$ cat src/rtl/stack_seq_pkg.sv
// stack_seq_pkg: shared state encoding, operation kinds and reset defaults for the stack sequencer
package stack_seq_pkg;
  typedef enum logic [3:0] {
    IDLE, PUSH_CCR, PUSH_HI, PUSH_LO, POP_LO, POP_HI, POP_CCR, VEC_HI, VEC_LO, DONE
  } state_t;
  typedef enum logic [1:0] {OP_CALL, OP_RET, OP_RTI, OP_IRQ} op_t;
  localparam logic [15:0] SP_RESET_DEF = 16'h07FF;
  localparam logic [15:0] VEC_ADDR_DEF = 16'h0000;
  function automatic logic is_push(input state_t s);
    return s inside {PUSH_CCR, PUSH_HI, PUSH_LO};
  endfunction
  function automatic logic is_pop(input state_t s);
    return s inside {POP_LO, POP_HI, POP_CCR};
  endfunction
endpackage

$ cat src/rtl/stack_seq_sp_unit.sv
// stack_seq_sp_unit: stack pointer register, decrement on push, increment on pop, wraps mod 2^16
module stack_seq_sp_unit
  import stack_seq_pkg::*;
#(
  parameter logic [15:0] SP_RESET = SP_RESET_DEF
) (
  input  logic        clk,
  input  logic        rst,
  input  logic        push,
  input  logic        pop,
  output logic [15:0] sp
);
  always_ff @(posedge clk or negedge rst)
    if (!rst) sp <= SP_RESET;
    else if (push) sp <= sp - 16'd1;
    else if (pop) sp <= sp + 16'd1;
endmodule

$ cat src/rtl/stack_seq.sv
// stack_seq: sequences CALL/RET/RTI/interrupt stack traffic on the data memory port
module stack_seq
  import stack_seq_pkg::*;
#(
  parameter logic [15:0] SP_RESET = SP_RESET_DEF,
  parameter logic [15:0] VEC_ADDR = VEC_ADDR_DEF
) (
  input  logic        clk,
  input  logic        rst,
  input  logic        call,
  input  logic        ret,
  input  logic        rti,
  input  logic        interrupt,
  input  logic [31:0] ret_pc,
  input  logic [31:0] call_target,
  input  logic [2:0]  ccr_in,
  input  logic        mem_stall,
  input  logic [15:0] mem_rdata,
  output logic        mem_req,
  output logic        mem_we,
  output logic [15:0] mem_addr,
  output logic [15:0] mem_wdata,
  output logic        freeze,
  output logic        pc_load,
  output logic [31:0] pc_out,
  output logic        ccr_load,
  output logic [2:0]  ccr_out,
  output logic [15:0] sp
);
  state_t      state, nxt;
  op_t         op;
  logic        pend, push, pop, vec, req_any;
  logic [31:0] ret_l, tgt_l, pc_q, done_pc;
  logic [2:0]  ccr_l, ccr_q;
  logic [15:0] lo_q, hi_q;

  assign push    = !mem_stall && is_push(state);
  assign pop     = !mem_stall && is_pop(state);
  assign vec     = state inside {VEC_HI, VEC_LO};
  assign req_any = call || ret || rti;
  assign mem_req   = push || pop || (vec && !mem_stall);
  assign mem_we    = push;
  assign mem_addr  = is_push(state) ? sp : is_pop(state) ? sp + 16'd1 :
                     state == VEC_HI ? VEC_ADDR : state == VEC_LO ? VEC_ADDR + 16'd1 : '0;
  assign mem_wdata = state == PUSH_CCR ? {13'b0, ccr_l} : state == PUSH_HI ? ret_l[31:16] :
                     state == PUSH_LO ? ret_l[15:0] : '0;
  // the final word of a read sequence is still on mem_rdata while in DONE
  assign done_pc  = op == OP_CALL ? tgt_l : op == OP_RET ? {mem_rdata, lo_q} :
                    op == OP_RTI ? {hi_q, lo_q} : {hi_q, mem_rdata};
  assign freeze   = state != IDLE;
  assign pc_load  = state == DONE;
  assign ccr_load = pc_load && op == OP_RTI;
  assign pc_out   = pc_load ? done_pc : pc_q;
  assign ccr_out  = ccr_load ? mem_rdata[2:0] : ccr_q;

  always_comb
    nxt = state == PUSH_CCR ? PUSH_HI : state == PUSH_HI ? PUSH_LO :
          state == PUSH_LO ? (op == OP_IRQ ? VEC_HI : DONE) : state == POP_LO ? POP_HI :
          state == POP_HI ? (op == OP_RTI ? POP_CCR : DONE) : state == VEC_HI ? VEC_LO : DONE;

  stack_seq_sp_unit #(.SP_RESET(SP_RESET)) u_sp (
    .clk(clk), .rst(rst), .push(push), .pop(pop), .sp(sp)
  );

  always_ff @(posedge clk or negedge rst)
    if (!rst) begin
      state <= IDLE;
      op    <= OP_CALL;
      pend  <= 1'b0;
      ret_l <= '0;
      tgt_l <= '0;
      ccr_l <= '0;
      lo_q  <= '0;
      hi_q  <= '0;
      pc_q  <= '0;
      ccr_q <= '0;
    end else begin
      pend <= (state == IDLE && !req_any) ? 1'b0 : pend || interrupt;
      if (pc_load) begin
        pc_q <= done_pc;
        if (op == OP_RTI) ccr_q <= mem_rdata[2:0];
      end
      if (!mem_stall && state == POP_HI) lo_q <= mem_rdata;
      if (!mem_stall && (state == POP_CCR || state == VEC_LO)) hi_q <= mem_rdata;
      if (state == IDLE) begin
        if (req_any || interrupt || pend) begin
          ret_l <= ret_pc;
          tgt_l <= call_target;
          ccr_l <= ccr_in;
          op    <= call ? OP_CALL : ret ? OP_RET : rti ? OP_RTI : OP_IRQ;
          state <= call ? PUSH_HI : (ret || rti) ? POP_LO : PUSH_CCR;
        end
      end else if (state == DONE) state <= IDLE;
      else if (!mem_stall) state <= nxt;
    end
endmodule
$ cat config.mk
export PLATFORM = sky130hd
export DESIGN_NAME = stack_seq
export DESIGN_NICKNAME = d
export VERILOG_FILES = /design/src/rtl/stack_seq_pkg.sv /design/src/rtl/stack_seq_sp_unit.sv /design/src/rtl/stack_seq.sv
export SDC_FILE = /design/constraint.sdc
export NUM_CORES = 1
export LEC_CHECK = 0
export ABC_CLOCK_PERIOD_IN_PS = 2150
export CAP_MARGIN = 15
export CORE_ASPECT_RATIO = 0.8
export CORE_MARGIN = 8
export CORE_UTILIZATION = 46
export DETAILED_ROUTE_END_ITERATION = 8
export HOLD_SLACK_MARGIN = 0.15
export PLACE_DENSITY = 0.83
export SYNTH_ARGS = -nofsm -noshare
export SYNTH_HDL_FRONTEND = slang
export SYNTH_SLANG_ARGS = --single-unit
$ cat constraint.sdc
create_clock -name clk -period 2.15 [get_ports clk]
set_input_delay 0.3225 -clock clk [delete_from_list [all_inputs] [get_ports clk]]
set_output_delay 0.3225 -clock clk [all_outputs]
set_load 0.1 [all_outputs]
==> metrics.log <==
[metrics] average wire per cell in the routed design: 25.7 um
[metrics] HPWL after detailed placement: 17.5 mm
[metrics] area share of the largest cell type after synthesis: 46.7%
[metrics] endpoints failing setup: 125
[metrics] start of the worst register-to-register path: state[3]$_DFFE_PN0P_
[metrics] maximum fanout count along the critical path: 4
[metrics] clock edge transition at the registers on the reported setup and hold paths: 70 ps
[metrics] Die Width: 162 um
[metrics] vias in the first global route: 7922
[metrics] maximum count of clock buffers along a single path: 2
[metrics] share of synthesized registers carrying an async set or reset: 100%
[metrics] total of buffers placed on input and output ports: 177
[metrics] ys flop type: dfrtp_1
[metrics] cell area after synthesis: 7820 um2
[metrics] setup repair after global routing missed its margin: true
[metrics] total clock sinks: 157
[metrics] Worst slew margin: 64.1%
[metrics] CTS tree: yes
[metrics] post-layout worst setup margin: -546 ps
[metrics] number of levels in the clock H-tree: 4
[metrics] Worst-Skew Late Latency: 430 ps
[metrics] global-route wire length before repair: 46.1 mm
[metrics] clock buffers created by TritonCTS: 17
[metrics] worst hold path type: in2async
[metrics] mean number of vias per cell: 5.94
[metrics] result of the run: finished, violations left
[metrics] Detail Route Antenna Nets: 0
[metrics] average cell area after synthesis: 10.7 um2
[metrics] Vias: 7593
[metrics] Synthesized Nets: 823
[metrics] transition at the pin with the smallest max-transition slack: 538 ps
[metrics] worst-case register-to-register setup slack: -140 ps
[metrics] worst path required time: 1830 ps
[metrics] Reg2Reg Depth: 9
[metrics] Synth warnings: 0
[metrics] shortest period the worst path allows: 2700 ps
[metrics] worst slack on hold paths: 417 ps
[metrics] category of the critical setup timing path: reg2out
[metrics] first element of the critical path: u_sp.sp[1]$_DFFE_PN1P_
[metrics] number of distinct library cells after synthesis: 56
[metrics] growth of design area from synthesis to finish: 88.9%
[metrics] Overall Global Routing Usage: 27.6%
[metrics] DRT Wirelength: 32.8 mm
[metrics] IO Pins: 178
[metrics] Cell Count, Final, Fillers Out: 1278
[metrics] initial antenna violation count: 1
[metrics] data arrival time of the critical path: 2370 ps
[metrics] GRT Residual Overflow: 0
[metrics] portion of the clock cycle consumed by the worst path in the final layout: 125%
[metrics] # DRC: 0
[metrics] first-pass detailed-route iteration total: 5
[metrics] total number of placement rows: 42
[metrics] Setup crit end kind: output pin
[metrics] DRC marker count from the first detailed-route iteration: 636
[metrics] vertical die dimension: 133 um
[metrics] effective utilization at floorplan: 47.1%
[metrics] count of maximum capacitance violations: 0
[metrics] cell types with the largest area share after synthesis: dfrtp_1, mux2_2, o21ai_0, mux2i_1, nand2_1
[metrics] post-route clock skew: 10.0 ps
[metrics] number of endpoints with negative hold slack in the final report: 0
[metrics] highest achievable clock rate: 371 MHz
[metrics] root buffer cell: clkbuf_16
[metrics] gp weighted congestion: 0.925
[metrics] launching element type of the critical path: flop
[metrics] share of cells above drive strength 1: 57.9%
[metrics] maximum number of pins on one net before global-route repair: 65
[metrics] NumNets Final: 1136
[metrics] total die area: 21500 um2
[metrics] final count of pins violating max slew: 0
[metrics] core area: 16600 um2
[metrics] gate count of the mapped netlist: 731
[metrics] failing checks: setup timing
[metrics] sequential fraction of the synthesis area: 50.4%
[metrics] number of enable flip-flop cells after synthesis: 0
[metrics] post-synth top area cell: dfrtp_1
[metrics] FF+latch count, synth: 157
[metrics] Placed Cells incl. Taps: 1149
==> critical path, stage by stage (launching register included) <==
cell     delay [ps]
dfstp_4         640
nand4_1         170
nor2_2          180
nand4_1         200
or4_4           480
nand3_4         100
buf_12          170
==> path summary, 6_finish.rpt <==
check / to
max in group asynchronous: u_sp.sp[7]$_DFFE_PN1P_
max: mem_addr[15]
min in group clk: ret_l[2]$_DFFE_PN0P_
min: ret_l[4]$_DFFE_PN0P_
min reg2reg: pc_q[19]$_DFF_PN0_
max reg2reg: ret_l[16]$_DFFE_PN0P_
==> flip-flops by register name, summed over array words and instances, names as in the netlist <==
signal,cells
ccr_q,3
lo_q,16
tgt_l,32
u_sp.sp,16
op,2
state,4
hi_q,16
pc_q,32
pend,1
ret_l,32
ccr_l,3
==> per-layer routing <==
metal,vias to the layer above,track usage [%],routed length (um)
li1,3241,-,-
met1,3876,33.8,12800
met2,379,45.8,16300
met3,97,7.63,2590
met4,0,9.91,1110
met5,-,0,0
==> per-stage QoR <==
step / worst slack [ps] / cell area (um2) / setup TNS [ps] / utilization [%]
floorplan: -864 / 9090 / -15670 / -
global placement: -44.6 / 12400 / -44.6 / 74.5
detailed placement: -77.0 / 12400 / -77.0 / 74.5
CTS: -443 / 14200 / -12630 / 85.5
global route: -608 / 14800 / -25510 / 88.9
finish: -546 / 14800 / -18960 / 88.9
==> placed cells by master, fill, tap and decap left out, types with 25 or more instances in the layout <==
cell type,n
clkbuf_16,25
buf_12,104
mux2i_1,30
dfrtp_1,141
nand2_1,55
clkdlybuf4s50_1,88
nor2_1,33
buf_6,34
mux2_4,71
o21ai_4,43
mux2_2,48
buf_4,92
==> cell families after synthesis <==
logic type,share of synthesized area (%)
compound gates,12.1
xor+xnor,1.57
fa+ha+maj,0.320
buf+inv,3.81
flops,50.4
mux,21.2
simple gates,10.6
==> cells in the mapped netlist (8+ instances only) <==
master / count
buf_2: 10
nand2_1: 81
mux2i_1: 32
inv_1: 8
nand3_1: 13
dfstp_2: 11
a21oi_1: 37
mux2_2: 99
a22o_1: 13
o21ai_0: 74
nor2_1: 49
nor3_1: 12
clkbuf_1: 31
dfrtp_1: 146
mux2_1: 20
==> timing repair <==
item | 4_1_cts | 5_1_grt
setup endpoints to repair | 70 | 132
gates resized for setup | 158 | 64
cloned | 12 | 10
hold buffers | 1 | 0
setup buffers | 52 | 30
pin swaps | 63 | 36
hold endpoints to repair | 37 | 0
==> cell type report <==
class | instances | area, um2
tap | 220 | 275
clock buffer | 18 | 439
multi-input combinational | 511 | 5180
timing repair buffer | 348 | 4680
fill | 698 | 1840
sequential | 157 | 3990
antenna | 1 | 2.50
clock inverter | 14 | 159
inverter | 9 | 51.3
Power is left out: the tool's default activity adds up to more than one toggle a clock period on the data nets, which glitch-free logic cannot reach.
==> RTL change 1, RTL diff (same flow settings) <==
Re-encode `op_t` (4 values) as one-hot, 4 bits wide.
--- a/src/rtl/stack_seq_pkg.sv
+++ b/src/rtl/stack_seq_pkg.sv
@@ -4,5 +4,5 @@
     IDLE, PUSH_CCR, PUSH_HI, PUSH_LO, POP_LO, POP_HI, POP_CCR, VEC_HI, VEC_LO, DONE
   } state_t;
-  typedef enum logic [1:0] {OP_CALL, OP_RET, OP_RTI, OP_IRQ} op_t;
+  typedef enum logic [3:0] {OP_CALL = 4'b0001, OP_RET = 4'b0010, OP_RTI = 4'b0100, OP_IRQ = 4'b1000} op_t;
   localparam logic [15:0] SP_RESET_DEF = 16'h07FF;
   localparam logic [15:0] VEC_ADDR_DEF = 16'h0000;
Formal check against the unedited RTL: no difference found for any inputs over 4 cycles, from zero or initial values and one cycle with rst low; so few cycles prove little.
==> RTL change 1 against the unedited design <==
The flow still finishes with violations (setup timing). First-iteration DRC count is 16% higher. Die area is 0.15% lower. Sequential cell count is 2 higher. Wire length is 17% higher. Synthesized area is 0.16% lower. Core utilization is 0.72 points higher. Final area is 0.81% higher. Worst setup slack worse by 83 ps. Non-clock buffer count is 5 lower. Critical path depth is 1 higher. Critical endpoint is now pc_out[15].
Power is not shown: default switching activity piles up to over one toggle a cycle in this logic, so the estimate is an artifact.
==> RTL change 1: results (changes against the unedited design) <==
Clocking
  • Clock Pin Slew Worst Setup and Hold Paths: 70 ps (about the same)
  • Root Driver: clkbuf_16
  • CTS buffer count: 17 (unchanged)
  • Clk Latency, worst-skew pair: 430 ps (about the same)
  • H-tree depth: 4 (unchanged)
  • Longest Clk Path Bufs: 2 (unchanged)

Yosys
  • Top cells by count, synth: dfrtp_1, mux2_2, o21ai_0
  • Mapped Cells: 707 (-3.3%)
  • Synth cell types: 59 (+5.4%)
  • Syn nets: 799 (-2.9%)
  • Seq/Total Area, Yosys: 0.512 (+0.00738)
  • Async S/R FF share, synth: 1.00 (unchanged)
  • Synth warnings: 0 (unchanged)
  • Top area cells in the synthesized netlist: dfrtp_1, mux2_2, mux2i_1

Placement
  • Final GP Congestion: 0.867 (-6.3%)
  • Cells after DPL: 1135 (-1.2%)
  • Pre-CTS setup slack: -113 ps (-35.7 ps)
  • Port Buf Inserts: 177 (unchanged)
  • DP Area: 11900 µm² (-3.4%)
  • Post-DP HPWL: 16.9 mm (-3.1%)

Cells and area
  • Share of layout cells above drive strength 1: 0.606 (+0.0266)
  • Fillers: 557 (-20%)
  • FF/Latch Area: 4040 µm² (+1.3%)
  • Largest registers: pc_q: 32 flops, ret_l: 32 flops, tgt_l: 32 flops

Routing
  • Vias: 8103 (+6.7%)
  • WL met2: 18.4 mm (+13%)
  • Drt pass-1 iters: 8 (+3)
  • M1 wire length: 13.8 mm (+8.1%)
  • WL/cell: 30.5 µm (+19%)
  • DRT Wirelength: 38.3 mm (+17%)
  • Post-route DRC: 0 (unchanged)
  • Wire length on met3: 3.53 mm (+36%)
  • DRT iter0 DRCs: 735 (+16%)

STA
  • Setup TNS: -51200 ps (-32240 ps)
  • Tightest Pin Transition: 570 ps (+31.7 ps)
  • Setup WS post-layout: -629 ps (-83.2 ps)
  • Clk_skew: 10.7 ps (+0.720 ps)
  • Setup violators final: 175 (+40%)

GRT
  • Tot GR Track Use: 0.263 (-0.0130)
  • Met1 Track Usage GR: 0.321 (-0.0170)
  • Vias in the first global route: 7820 (-1.3%)
  • Met3 GRT Util: 0.0639 (-0.0124)
  • M2 GR Usage: 0.436 (-0.0218)
  • Largest net degree at the start of global routing: 65 (unchanged)
  • First-pass GRT wire length: 44.3 mm (-3.9%)
  • Initial antenna violation count: 3 (+2)

Hold path
  • Worst min path class: input port to async pin

Critical path
  • Worst Reg-to-Reg Cells: 10 (+1)
  • Max FO, Critical Path: 8 (+4)
  • Arrival @ worst endpoint: 2460 ps (+90 ps)

Outcome
  • Outcome: complete, but fails checks
  • Failing checks: setup timing

Flow run
  • Max-Cap Viols: 0 (unchanged)
RTL change 1: repair_timing:
| item | 4_1_cts | 5_1_grt |
|---|---|---|
| cloned | 9 | 14 |
| endpoints found under the setup margin | 113 | 127 |
| resized for setup | 167 | 174 |
| hold endpoints to repair | 147 | 0 |
| pin swaps | 50 | 63 |
| hold buffers | 1 | 0 |
| buffers inserted | 35 | 38 |
RTL change 1: layout make-up:
cell class,count,area share
timing repair buffer,343,0.313
inverter,16,0.00504
clock inverter,14,0.0153
multi-input combinational,483,0.347
clock buffer,17,0.0286
tap,220,0.0185
antenna,5,0.000840
sequential,159,0.271
RTL change 1: worst paths after layout:
kind | endpoint | startpoint | slack [ps]
worst max-delay path | pc_out[15] | op[1]$_DFFE_PN0P_ | -630
worst min-delay path | ret_l[10]$_DFFE_PN0P_ | rst | 330
worst max register to register | u_sp.sp[10]$_DFFE_PN1P_ | u_sp.sp[1]$_DFFE_PN1P_ | -310
worst min register to register | pc_q[9]$_DFF_PN0_ | pc_q[9]$_DFF_PN0_ | 500
max in group asynchronous | pc_q[12]$_DFF_PN0_ | rst | 1170
min in group clk | pc_q[9]$_DFF_PN0_ | pc_q[9]$_DFF_PN0_ | 500
RTL change 1: logic make-up (layout without fill, tap and decap cells):
group | after synthesis | count (layout) | share of synthesized area
other cells | 0 | 5 | 0
buf+inv | 65 | 390 | 0.0409
xor+xnor | 17 | 17 | 0.0191
simple gates | 171 | 171 | 0.108
mux | 137 | 137 | 0.192
flops | 159 | 159 | 0.512
compound gates | 156 | 156 | 0.125
fa+ha+maj | 2 | 2 | 0.00320
RTL change 1: critical path: stages, from the launching register on:
cell and delay [ps]:
dfrtp_1 450, xnor2_1 160, or3_4 390, buf_12 170
mux2i_1 320, a211oi_2 150, a21o_4 220, buf_12 160
==> RTL change 2, RTL diff (config.mk and constraints unchanged) <==
Without the edit above. Reset style: synchronous (`rst`), changed in 2 clocked blocks.
--- a/src/rtl/stack_seq_sp_unit.sv
+++ b/src/rtl/stack_seq_sp_unit.sv
@@ -11,5 +11,5 @@
   output logic [15:0] sp
 );
-  always_ff @(posedge clk or negedge rst)
+  always_ff @(posedge clk)
     if (!rst) sp <= SP_RESET;
     else if (push) sp <= sp - 16'd1;
--- a/src/rtl/stack_seq.sv
+++ b/src/rtl/stack_seq.sv
@@ -63,5 +63,5 @@
   );
 
-  always_ff @(posedge clk or negedge rst)
+  always_ff @(posedge clk)
     if (!rst) begin
       state <= IDLE;
Function: differs if rst is asserted again (counterexample within 4 cycles, from zero or initial values and one cycle with rst low); with rst held inactive, the same outputs for 4 cycles.
==> RTL change 2 against the unedited design <==
The run still ends with setup timing left. Final area is 7.9% lower. Die area is 1.0% higher. Sequential cell count stayed put. Core utilization is 9.5 points lower. Synthesized area is 1.2% higher. Hold slack better by 20 ps. Wire length is 1.5% lower. Worst setup slack better by 200 ps. Critical path type unchanged.
==> RTL change 2: results (changes against the unedited design) <==
Outcome
  • Outcome: complete, but fails checks
  • Failing checks: setup timing

Yosys
  • Async S/R FF share, synth: 0 (-1.00)
  • Top cells by count, synth: nand2_1, dfxtp_1, a21oi_1
  • Mean Syn Cell Area: 8.12 µm² (-24%)
  • Post-synthesis compound-gate area fraction: 0.170 (+0.0498)
  • Synth cell types: 61 (+8.9%)
  • Top_reg_cell synth: dfxtp_1
  • Post-synthesis share of cell area spent on xor and xnor gates: 0.00775 (-0.00793)

Clocking
  • Post_cts resized: 176 (+11%)
  • Total setup buffers inserted after CTS: 47 (-9.6%)

Cells and area
  • Multi-input gates: 725 (+42%)
  • Final #Nets: 1316 (+16%)
  • P&R area growth vs syn: 71.9%
  • Antenna Cells: 0 (-1)
  • Fillers: 1013 (+45%)
  • FF/Latch Area: 3210 µm² (-19%)
  • NonClk Buf Share: 0.290 (-0.0262)
  • Share of layout cells above drive strength 1: 0.378 (-0.201)
  • Clock buffer cells: 20 (+2)

Routing
  • DRT iter0 DRCs: 769 (+21%)
  • DRT Wirelength: 32.3 mm (-1.5%)
  • Drt pass-1 iters: 6 (+1)
  • M1 wire length: 12.4 mm (-2.5%)

Placement
  • Post-DP HPWL: 18.4 mm (+5.6%)
  • DP Area: 11300 µm² (-8.7%)

STA
  • Setup violators final: 64 (-49%)
  • Setup WS post-layout: -345 ps (+200 ps)
  • Setup TNS: -7390 ps (+11570 ps)

Critical path
  • Arrival @ worst endpoint: 2170 ps (-200 ps)
  • Critical-path top delay cell: dfxtp_4
  • Max FO, Critical Path: 6 (+2)

GRT
  • Tot GR Track Use: 0.275 (-0.000533)
  • First-pass GRT wire length: 47.7 mm (+3.5%)

Die
  • Die Span X: 163 µm (+0.52%)
RTL change 2: power by group:
part           internal (mW)  switching, mW  total [mW]
sequential              3.48          0.431        3.91
clock                   1.82           1.31        3.13
combinational           4.88           7.45        12.3
RTL change 2: final timing paths:
path	startpoint	slack [ps]	cells past startpoint	to
worst max-delay path	op[0]$_SDFFE_PN0P_	-350	7	pc_out[10]
worst min-delay path	ret_pc[10]	440	3	ret_l[10]$_SDFFE_PN0P_
worst max register to register	u_sp.sp[0]$_SDFFE_PN1P_	-110	9	u_sp.sp[10]$_SDFFE_PN1P_
worst min register to register	ret_l[18]$_SDFFE_PN0P_	450	2	ret_l[18]$_SDFFE_PN0P_
RTL change 2: metal layers:
layer | global-route usage | up-vias
li1 | - | 3895
met1 | 0.333 | 4163
met2 | 0.438 | 507
met3 | 0.0903 | 126
met4 | 0.124 | 6
met5 | 0 | -
